`config.mk`:
```
export PLATFORM = sky130hd
export DESIGN_NAME = mem_access_unit
export DESIGN_NICKNAME = d
export VERILOG_FILES = /design/src/rtl/mem_access_unit.sv
export SDC_FILE = /design/constraint.sdc
export NUM_CORES = 1
export LEC_CHECK = 0
export ABC_CLOCK_PERIOD_IN_PS = 4300
export BUFFER_PORTS_ARGS = -buffer_cell sky130_fd_sc_hd__buf_2
export CAP_MARGIN = 20
export CORE_AREA = 4 4 62 64
export CTS_CLUSTER_DIAMETER = 200
export DETAILED_ROUTE_END_ITERATION = 6
export DIE_AREA = 0 0 66 68
export PLACE_DENSITY_LB_ADDON = 0.25
export SETUP_SLACK_MARGIN = 0.5
export SLEW_MARGIN = 25
export SYNTH_ARGS = -nofsm -noshare
export SYNTH_HDL_FRONTEND = slang
export SYNTH_SLANG_ARGS = --single-unit
```
`constraint.sdc`:
```
create_clock -name clk -period 4.3 [get_ports clk]
set_clock_uncertainty 0.2 [all_clocks]
set_input_delay 0.215 -clock clk [delete_from_list [all_inputs] [get_ports clk]]
set_output_delay 0.215 -clock clk [all_outputs]
set_load 0.01 [all_outputs]
```
`src/rtl/mem_access_unit.sv`:
```
// Memory access stage: MAR/MDR registers plus a single-outstanding req/ack bus
// transaction with timeout. Optional MAR post-increment via MAU_MAR_AUTOINC_EN.

module mem_access_unit #(
    parameter int ADDR_W  = 8,
    parameter int DATA_W  = 8,
    parameter int TIMEOUT = 15
) (
    input  logic              clk,
    input  logic              rst,
    input  logic [ADDR_W-1:0] mar_d,
    input  logic              mar_load,
    input  logic [DATA_W-1:0] mdr_d,
    input  logic              mdr_load,
    input  logic              m_en,
    input  logic              m_rw,
    output logic [ADDR_W-1:0] mar_q,
    output logic [DATA_W-1:0] mdr_q,
    output logic              busy,
    output logic              done,
    output logic              err,
    output logic              mem_req,
    output logic              mem_we,
    output logic [ADDR_W-1:0] mem_addr,
    output logic [DATA_W-1:0] mem_wdata,
    input  logic [DATA_W-1:0] mem_rdata,
    input  logic              mem_ack
);

    typedef enum logic [1:0] {
        IDLE,
        ACCESS,
        DONE,
        ERR
    } state_t;

    // Last ACCESS cycle index before the transaction is abandoned.
    localparam logic [7:0] CNT_LAST = 8'(TIMEOUT - 1);

    state_t     state_q;
    logic       rw_q;
    logic [7:0] cnt_q;

    assign mem_addr  = mar_q;
    assign mem_wdata = mdr_q;

    always_ff @(posedge clk or posedge rst) begin
        if (rst) begin
            state_q <= IDLE;
            rw_q    <= 1'b0;
            cnt_q   <= 8'd0;
            mar_q   <= '0;
            mdr_q   <= '0;
            busy    <= 1'b0;
            done    <= 1'b0;
            err     <= 1'b0;
            mem_req <= 1'b0;
            mem_we  <= 1'b0;
        end else begin
            done <= 1'b0;
            err  <= 1'b0;
            case (state_q)
                IDLE: begin
                    if (mar_load) begin
                        mar_q <= mar_d;
                    end
                    if (mdr_load) begin
                        mdr_q <= mdr_d;
                    end
                    if (m_en) begin
                        rw_q    <= m_rw;
                        cnt_q   <= 8'd0;
                        mem_req <= 1'b1;
                        mem_we  <= ~m_rw;
                        busy    <= 1'b1;
                        state_q <= ACCESS;
                    end
                end
                ACCESS: begin
                    // An ack on the final allowed cycle takes priority over the timeout.
                    if (mem_ack) begin
                        if (rw_q) begin
                            mdr_q <= mem_rdata;
                        end
                        mem_req <= 1'b0;
                        mem_we  <= 1'b0;
                        done    <= 1'b1;
                        state_q <= DONE;
                    end else if (cnt_q == CNT_LAST) begin
                        mem_req <= 1'b0;
                        mem_we  <= 1'b0;
                        err     <= 1'b1;
                        state_q <= ERR;
                    end else begin
                        cnt_q <= cnt_q + 8'd1;
                    end
                end
                DONE: begin
                    busy    <= 1'b0;
                    state_q <= IDLE;
`ifdef MAU_MAR_AUTOINC_EN
                    mar_q   <= mar_q + ADDR_W'(1);
`else
                    mar_q   <= mar_q;
`endif
                end
                ERR: begin
                    busy    <= 1'b0;
                    state_q <= IDLE;
                end
                default: begin
                    busy    <= 1'b0;
                    mem_req <= 1'b0;
                    mem_we  <= 1'b0;
                    state_q <= IDLE;
                end
            endcase
        end
    end

endmodule
```
==> results.cfg <==
[global_routing]
grt.total_usage = 0.161
grt_max_degree = 33
antenna_found_initial = 0
grt_pass1_vias = 1194
grt-ovfl-total = 0
grt_pass1_wl_mm = 5.30

[detailed_routing]
vias_per_cell = 4.94
drt-wirelength-per-cell_microns = 13.7
wl_mm = 3.43
drcViolationCount = 0
vias = 1241
ant_nets = 0
drt_iter0_markers = 34
drtPass1Iterations = 4

[pwr]
clkPwrFrac = 0.182
pwr-share-comb = 0.366
pwr-share-seq = 0.452
ir_drop_mv = 0.251
netSwitchingFraction = 0.350
switching_power_uw = 342
cellPowerDensity_nw_per_um2 = 474
p_int_uw = 637
p_total_uw = 979
p_leak_uw = 0.00103

[clock_tree]
cts_made_buffers = 5
clk_latency_ns = 0.33
cts_root_buf = clkbuf_4
clk_path_buf_depth = 2
cts.clk_slew.worst_paths_ns = 0.10
htree_levels = 2
cts_tree = built
clkSinkCount = 32
cts_resized = 0

[floorplanning]
ios = 68
design.core.area_sq_um = 3280
die_h_microns = 68
start_util = 0.500
die-area_sq_um = 4490
rows = 21
fp.dieW_microns = 66

[worst_setup_path]
crit_path_end = mem_we$_DFFE_PP0P_
worstPathRequired_ns = 4.29
path_class = reg -> reg
rrSetupSlack_ns = 2.16
startpoint_type = flop
crit_arrival_ns = 2.13
ff2ff_path_depth = 5
cp_max_fo = 7
critPathCaptureType = flop
r2r-start = cnt_q[0]$_DFFE_PP0P_
reg2reg_to = mem_we$_DFFE_PP0P_
crit_start = cnt_q[0]$_DFFE_PP0P_

[yosys]
async_flop_share = 1.00
synth_edf_count = 0
synth_flop_cell = dfrtp_1
syn_inst = 139
synth.distinct_cells = 31
synth_nets = 172
synth-seq-cells = 32
syn_avg_cell_area_sq_um = 11.8
ys_warn_count = 0
seq_area_frac_synth = 0.488
syn_area_sq_um = 1640

[placement]
io_buffer_count = 67
gp_congestion = 0.769
dpl-instance-area_sq_um = 1890
place_hpwl_mm = 2.53

[run_status]
status = finished, final reports clean

[cells_and_area]
nets = 237
final_cell_area_sq_um = 2070
fin_util = 0.630
fillerInstances = 265
diodes = 0
flow.area_growth_from_synthesis_pct = 26.0
drive_above_1_share = 0.517

[timing]
setup_violations = 0
worst_slew_margin_rel = 0.593
rsz0062_at_grt = no
period_minus_slack_ns = 2.14
setup_tns_ns = 0
drv_slew = 0
min_period_over_period = 0.497
hold_violations = 0
holdWs_ns = 0.0382
max_freq_mhz = 468
tightestPinTransition_ns = 0.608

[min_path]
hold_path_class = in -> reg

[job]
maxCapViolCount = 0
==> metal layers <==
layer | vias up | track usage | wire length [microns]
met4 | 0 | 0.0685 | 46
met1 | 588 | 0.174 | 1360
met2 | 48 | 0.285 | 1730
li1 | 600 | - | -
met5 | - | 0 | 0
met3 | 5 | 0.0575 | 297
==> cell usage after synthesis (3+ instances only) <==
cell / count / share of area
dfrtp_1: 32 / 0.49
o21ai_0: 3 / 0.0091
nand2_1: 7 / 0.016
clkbuf_1: 3 / 0.0069
mux2i_1: 7 / 0.043
nor2_1: 3 / 0.0069
nand3_1: 3 / 0.0091
mux2_2: 25 / 0.17
inv_1: 7 / 0.016
buf_4: 17 / 0.078
o211ai_1: 3 / 0.014
o31ai_1: 3 / 0.014
==> worst min-delay path by stage <==
stage | start | end | slack, ns | cells after the start
2_1_floorplan | mem_ack | mem_req$_DFFE_PP0P_ | 0.11 | 1
4_1_cts | mem_rdata[4] | mdr_q[4]$_DFFE_PP0P_ | 0.03 | 3
6_report | mdr_d[5] | mdr_q[5]$_DFFE_PP0P_ | 0.04 | 3
3_5_place_dp | rst | mar_q[5]$_DFFE_PP0P_ | 0.13 | 3
5_1_grt | mem_rdata[7] | mdr_q[7]$_DFFE_PP0P_ | 0.02 | 3
3_3_place_gp | rst | mar_q[1]$_DFFE_PP0P_ | 0.12 | 3
==> area by class of cell <==
class | instances | area (sq um) | share of cell area
clock inverters | 2 | 10.0 | 0.00484
flip-flops and latches | 32 | 801 | 0.387
clock buffers | 6 | 51.3 | 0.0248
multi-input cells | 78 | 659 | 0.319
repair buffers | 80 | 463 | 0.224
well taps | 46 | 57.6 | 0.0278
inverters | 7 | 26.3 | 0.0127
==> worst max-delay path, cell delays in order, from the launching register on <==
cell      delay (ns)
dfrtp_1         0.45
inv_1           0.08
ha_1            0.13
or3b_2          0.50
o21ai_0         0.44
o221ai_1        0.20
==> kinds of logic (layout without fill, tap and decap cells) <==
group | after synthesis | count (layout) | synth area share
AND/OR/NAND/NOR | 29 | 29 | 0.107
AO/OA/AOI/OAI | 15 | 15 | 0.0655
adder cells (fa/ha/maj) | 2 | 2 | 0.0152
buffers and inverters | 29 | 95 | 0.111
flip-flops | 32 | 32 | 0.488
multiplexers | 32 | 32 | 0.214
==> layout by cell type (no fill, tap or decap), types with 2 or more instances in the layout <==
master         synthesis  layout
mux2_2                25      25
nor2_1                 3       3
o21ai_0                3       3
buf_2                  0      67
o31ai_1                3       3
o21a_1                 2       2
mux2i_1                7       7
ha_1                   2       2
inv_1                  7       7
clkbuf_4               0       5
dlygate4sd3_1          0      12
or3b_2                 2       2
nand2_1                7       7
nand3_1                3       3
or4_1                  2       2
nor3_1                 2       2
and3_1                 2       2
dfrtp_1               32      32
clkinv_2               0       2
o211ai_1               3       3
a21boi_1               2       2
==> state kept, by name, summed over array words and instances (netlist names) <==
| signal | flops |
|---|---|
| mar_q | 8 |
| busy | 1 |
| err | 1 |
| mem_req | 1 |
| rw_q | 1 |
| state_q | 2 |
| mdr_q | 8 |
| cnt_q | 8 |
| mem_we | 1 |
| done | 1 |
==> repair_timing <==
action                    in CTS  in global routing
setup buffers                  0                  0
hold buffers                  12                  0
hold endpoints to repair      46                  0
==> power groups by stage <==
stage          clock (uW)  sequential [uW]  combinational [uW]
2_1_floorplan           0              466                 252
3_3_place_gp            0              439                 348
3_5_place_dp            0              448                 356
4_1_cts               186              444                 365
5_1_grt               202              457                 391
6_report              178              442                 359
==> per-stage QoR <==
| stage | std cells | worst slack [ns] |
|---|---|---|
| finish | 251 | 2.16 |
| global route | 251 | 2.05 |
| CTS | 251 | 2.17 |
| detailed placement | 231 | 2.18 |
| global placement | 231 | 2.24 |
| floorplan | 139 | 2.26 |
Power figures use the tool's default switching activity.
